`config.mk`:
```
export PLATFORM = sky130hd
export DESIGN_NAME = key_debounce
export DESIGN_NICKNAME = d
export VERILOG_FILES = /design/src/rtl/key_debounce.sv
export SDC_FILE = /design/constraint.sdc
export NUM_CORES = 1
export LEC_CHECK = 0
export BUFFER_PORTS_ARGS = -buffer_cell sky130_fd_sc_hd__buf_2
export CAP_MARGIN = 20
export CORE_MARGIN = 2
export CORE_UTILIZATION = 59
export DETAILED_ROUTE_END_ITERATION = 12
export GPL_TIMING_DRIVEN = 0
export PLACE_DENSITY_LB_ADDON = 0.2
export REMOVE_ABC_BUFFERS = 1
export SLEW_MARGIN = 20
export SYNTH_ARGS = -nofsm -noshare
export SYNTH_HDL_FRONTEND = slang
export SYNTH_SLANG_ARGS = --single-unit
export TNS_END_PERCENT = 10
```
`constraint.sdc`:
```
create_clock -name clk -period 2.5 [get_ports clk]
set_input_delay 0.375 -clock clk [delete_from_list [all_inputs] [get_ports clk]]
set_output_delay 0.375 -clock clk [all_outputs]
set_load 0.02 [all_outputs]
```
`src/rtl/key_debounce.sv`:
```
// rtl/key_debounce.sv - two-flop synchroniser and stability-count debouncer with press/release strobes
module key_debounce #(
  parameter int STABLE_CYCLES = 16,
  parameter int CNT_W         = 16
) (
  input  logic clk,
  input  logic rst,
  input  logic key_in,
  output logic key_level,
  output logic press_pulse,
  output logic release_pulse
);

  typedef enum logic [1:0] {
    IDLE        = 2'd0,
    PRESS_CHK   = 2'd1,
    HELD        = 2'd2,
    RELEASE_CHK = 2'd3
  } state_t;

  // Final count value: the sample that completes a run of STABLE_CYCLES agreeing samples.
  localparam logic [CNT_W-1:0] LAST = CNT_W'(STABLE_CYCLES - 1);
  localparam logic [CNT_W-1:0] ONE  = CNT_W'(1);

  logic             r_sync0;
  logic             r_sync1;
  state_t           r_state;
  logic [CNT_W-1:0] r_cnt;
  logic             r_key_level;
  logic             r_press;
  logic             r_release;

  // Bring the asynchronous button level into the clk domain; only r_sync1 is consumed.
  always_ff @(posedge clk or posedge rst) begin
    if (rst) begin
      r_sync0 <= 1'b0;
      r_sync1 <= 1'b0;
    end else begin
      r_sync0 <= key_in;
      r_sync1 <= r_sync0;
    end
  end

  // Debounce FSM: a level change is accepted only after STABLE_CYCLES consecutive
  // agreeing samples; any disagreeing sample drops back to the prior stable state.
  always_ff @(posedge clk or posedge rst) begin
    if (rst) begin
      r_state     <= IDLE;
      r_cnt       <= '0;
      r_key_level <= 1'b0;
      r_press     <= 1'b0;
      r_release   <= 1'b0;
    end else begin
      r_press   <= 1'b0;
      r_release <= 1'b0;
      case (r_state)
        IDLE: begin
          if (r_sync1) begin
            r_state <= PRESS_CHK;
            r_cnt   <= ONE;
          end else begin
            r_cnt <= '0;
          end
        end
        PRESS_CHK: begin
          if (!r_sync1) begin
            r_state <= IDLE;
            r_cnt   <= '0;
          end else if (r_cnt == LAST) begin
            r_state     <= HELD;
            r_press     <= 1'b1;
            r_key_level <= 1'b1;
            r_cnt       <= '0;
          end else begin
            r_cnt <= r_cnt + ONE;
          end
        end
        HELD: begin
          if (!r_sync1) begin
            r_state <= RELEASE_CHK;
            r_cnt   <= ONE;
          end
        end
        RELEASE_CHK: begin
          if (r_sync1) begin
            r_state <= HELD;
            r_cnt   <= '0;
          end else if (r_cnt == LAST) begin
            r_state     <= IDLE;
            r_release   <= 1'b1;
            r_key_level <= 1'b0;
            r_cnt       <= '0;
          end else begin
            r_cnt <= r_cnt + ONE;
          end
        end
        default: begin
          r_state     <= IDLE;
          r_cnt       <= '0;
          r_key_level <= 1'b0;
        end
      endcase
    end
  end

  assign key_level     = r_key_level;
  assign press_pulse   = r_press;
  assign release_pulse = r_release;

endmodule

```
==> impl_summary.txt <==
----------------------------------------------------
[Clock tree]
  Max clock buf depth ... 2
  Setup Buffers After CTS ... 0
  Clock root buffer ... sky130_fd_sc_hd__clkbuf_4
  Number of gates resized after CTS ... 0
  Clock Sink Count ... 23
  Clock-pin slew of the registers on the worst-case setup and hold paths ... 0.12 ns
  Clock tree from TritonCTS ... done
  Clock latency reported for the late side of the worst-skew pair ... 0.32 ns
  CTS Hold Buffers Added ... 0
  Clock buffer count from CTS ... 3
  Deepest level of the CTS H-tree ... 1

[Setup path]
  Critical path, cell by cell ... ha_1 > and4b_1 > and4_1 > o21ai_0 > mux2_2
  Worst setup SP type ... register
  Type of the worst setup path ... reg2reg
  Count of cells along the worst register-to-register path ... 5
  Data arrival time of the worst path ... 2.33 ns
  CP max stage delay ... between 0.5 and 0.6 ns
  Slowest cell on the critical path ... sky130_fd_sc_hd__and4_1
  Count of buffer and inverter cells on the critical path ... 0
  Critical Path Stages ... 5
  Delay-heaviest family, CP ... simple AND/OR/NAND/NOR gates
  CP required ... 2.71 ns
  Largest fanout on the critical path ... 14
  Type of destination of the critical path ... register

[Synth]
  Main flop type after synthesis ... sky130_fd_sc_hd__dfrtp_1
  Post-synth top area cell ... sky130_fd_sc_hd__dfrtp_1
  Proportion of synthesized chip area in sequential cells ... 0.467
  Number of enable-type register cells in the synthesized netlist ... 0
  Share of synthesized flip-flops with an asynchronous set or reset ... 1.00
  Unique masters post-synth ... 38
  Post-Syn Area per Cell ... between 9 and 10 um2
  Dominant cells by area after synthesis ... sky130_fd_sc_hd__dfrtp_1 47%, sky130_fd_sc_hd__nor4_1 4.6%, sky130_fd_sc_hd__a21oi_1 2.8%
  Count of yosys warnings during synthesis ... 0
  Mapped Cells ... 127
  Area share of the leading cell type in the synthesized netlist ... 0.467
  Post-synth design cell area ... 1230 um2
  #FFs+latches synth ... 23

[Drt]
  Number of design rule violations left after detail routing ... 0
  Routed via count ... 989
  Avg WL per Cell ... between 15 and 20 um
  Routed WL ... between 2000 and 2500 um
  Violation count after the first detailed-route iteration ... 29
  Antenna violation net count after detailed routing ... 0
  Router iterations before antenna repair ... 4
  Detailed-route vias per instance ... 6.38

[STA]
  Portion of the clock cycle consumed by the worst path in the final layout ... 0.845
  Clk_skew ... 0.00632 ns
  Total Negative Setup Slacks ... 0 ns
  Max-slew violations ... 0
  Post-layout minimum cycle time ... roughly 2.1 ns
  Worst Max-Slew Pin Slew ... 0.864 ns
  Worst hold slack across all endpoints ... 0.158 ns
  Setup repair after global routing missed its margin ... false
  Number of endpoints failing setup at the final stage ... 0
  Max-Slew Margin vs Limit ... 0.423
  Maximum clock frequency ... ~0.47 GHz
  Final count of hold timing violations ... 0

[Placed design]
  Cell count after placement ... 151
  Number of buffer cells added on primary ports ... 5
  Placer's final routability congestion estimate ... 0.897
  HPWL after DPL ... 1660 um

[Global route]
  Wire length of the first global-routing pass ... around 4300 um
  Initial antenna violation count ... 0
  Congestion Overflow GR ... 0
  Vias in the first global route ... 943
  Global-route usage over all layers ... 0.228
  Largest net degree at the start of global routing ... 24

[Cells and area]
  Share of post-route cells with drive strength above 1 ... 0.109
  Number of nets in the layout ... ~130
  Layout fillers ... 196
  Number of standard cells in the final layout excluding fillers ... 155
  Area of all sequential standard cells ... 576 um2
  Layout Utilization ... 0.652
  Syn-to-layout area delta ... 3.86%
  Number of antenna repair diodes ... 0
  Combined area of the multi-input logic cells ... 592 um2

[Die]
  Die Area ... 2470 um2
  Number of top-level pins ... 6
  Chip width ... about 50 um
  Initial standard-cell utilization of the core ... 0.628
  Die Ht ... 49.7 um
  Area of the placeable core ... approximately 2000 um2
  Floorplan row count ... 16

[Min path]
  HP Class ... in2reg
  Hold-critical path depth ... 1

[Power and ir drop]
  Power density normalized to cell area ... 729 nW/um2
  Maximum resistive drop on vdd ... 477 uV
  Pwr Total ... 932 uW
  Leakage power ... approximately 0.00055 uW

[Flow run]
  MaxCap Viol Count ... 0

[Run status]
  Result of the run ... completed

----------------------------------------------------
-- worst reg2reg max path, cell delays in order, from the launching register on --
cell,delay (ns)
sky130_fd_sc_hd__dfrtp_1,0.46
sky130_fd_sc_hd__ha_1,0.26
sky130_fd_sc_hd__and4b_1,0.28
sky130_fd_sc_hd__and4_1,0.55
sky130_fd_sc_hd__o21ai_0,0.17
sky130_fd_sc_hd__mux2_2,0.29
-- sequential cells by signal, summed over array words and instances (netlist names), named ones only --
name,flops
r_state,1
press_pulse,1
r_sync0,1
key_level,1
r_sync1,1
r_cnt,16
release_pulse,1
-- metrics by stage --
| step | worst slack [ns] | area [um2] |
|---|---|---|
| after detailed placement | 0.455 | 1250 |
| after global routing | 0.204 | 1280 |
| final | 0.386 | 1280 |
| after CTS | 0.419 | 1280 |
| after floorplan | 0.711 | 1190 |
| after global placement | 0.455 | 1250 |
-- where the power goes --
group          internal (uW)  switching [uW]  leakage [uW]  total (uW)
clock                   62.4             112     0.0000150         175
combinational            117             167      0.000231         285
sequential               406            67.1      0.000309         473
-- routing by layer --
| metal | up-vias | GRT usage | share of wire |
|---|---|---|---|
| met3 | 5 | 0.0303 | 0.034 |
| met1 | 484 | 0.314 | 0.47 |
| li1 | 478 | - | - |
| met2 | 22 | 0.353 | 0.48 |
| met4 | 0 | 0.111 | 0.018 |
| met5 | - | 0 | 0 |
-- Yosys cell counts, drive strengths merged, types with 2 or more instances --
cell / n
dfrtp: 23
nor4: 9
a21oi: 7
inv: 7
nand2: 7
buf: 6
nand3: 6
o21ai: 6
a21o: 5
nand4: 5
nor2: 5
nor3: 4
xnor2: 4
a22o: 3
and3: 3
o31ai: 3
a31o: 2
clkbuf: 2
nor3b: 2
nor4b: 2
o22ai: 2
o31a: 2
-- area by class of cell --
cell class	instances	area share
inverter	7	0.0205
timing repair buffer	5	0.0196
tap	27	0.0264
clock buffer	4	0.0205
sequential	23	0.450
multi-input combinational	89	0.463
-- logic make-up after synthesis --
logic type | after synthesis | synth area share
mux | 1 | 0.00915
flops | 23 | 0.467
simple gates | 49 | 0.245
compound gates | 33 | 0.181
fa+ha+maj | 1 | 0.0102
xor+xnor | 5 | 0.0356
buf+inv | 15 | 0.0518
-- layout by cell type (no fill, tap or decap), drive strengths merged, types with 2 or more instances in the layout --
master and count:
o22ai 2, xnor2 4, nor3 4, nor4 9
and3 3, a21oi 7, a21o 5, clkbuf 4
a31o 2, nand4 5, buf 5, o31ai 3
nand3 6, nor4b 2, o31a 2, a22o 3
nor2 5, inv 7, nor3b 2, o21ai 6
dfrtp 23, nand2 7
-- worst paths after layout --
kind	from	slack, ns	end
worst max-delay path	r_cnt[0]	0.39	register
worst min-delay path	key_in	0.16	r_sync0
worst max register to register	r_cnt[0]	0.39	register
worst min register to register	r_sync0	0.37	r_sync1
max in group asynchronous	rst	1.76	r_cnt[0]
min in group asynchronous	rst	0.22	key_level
Note: power is estimated with default switching activity, not from simulation.
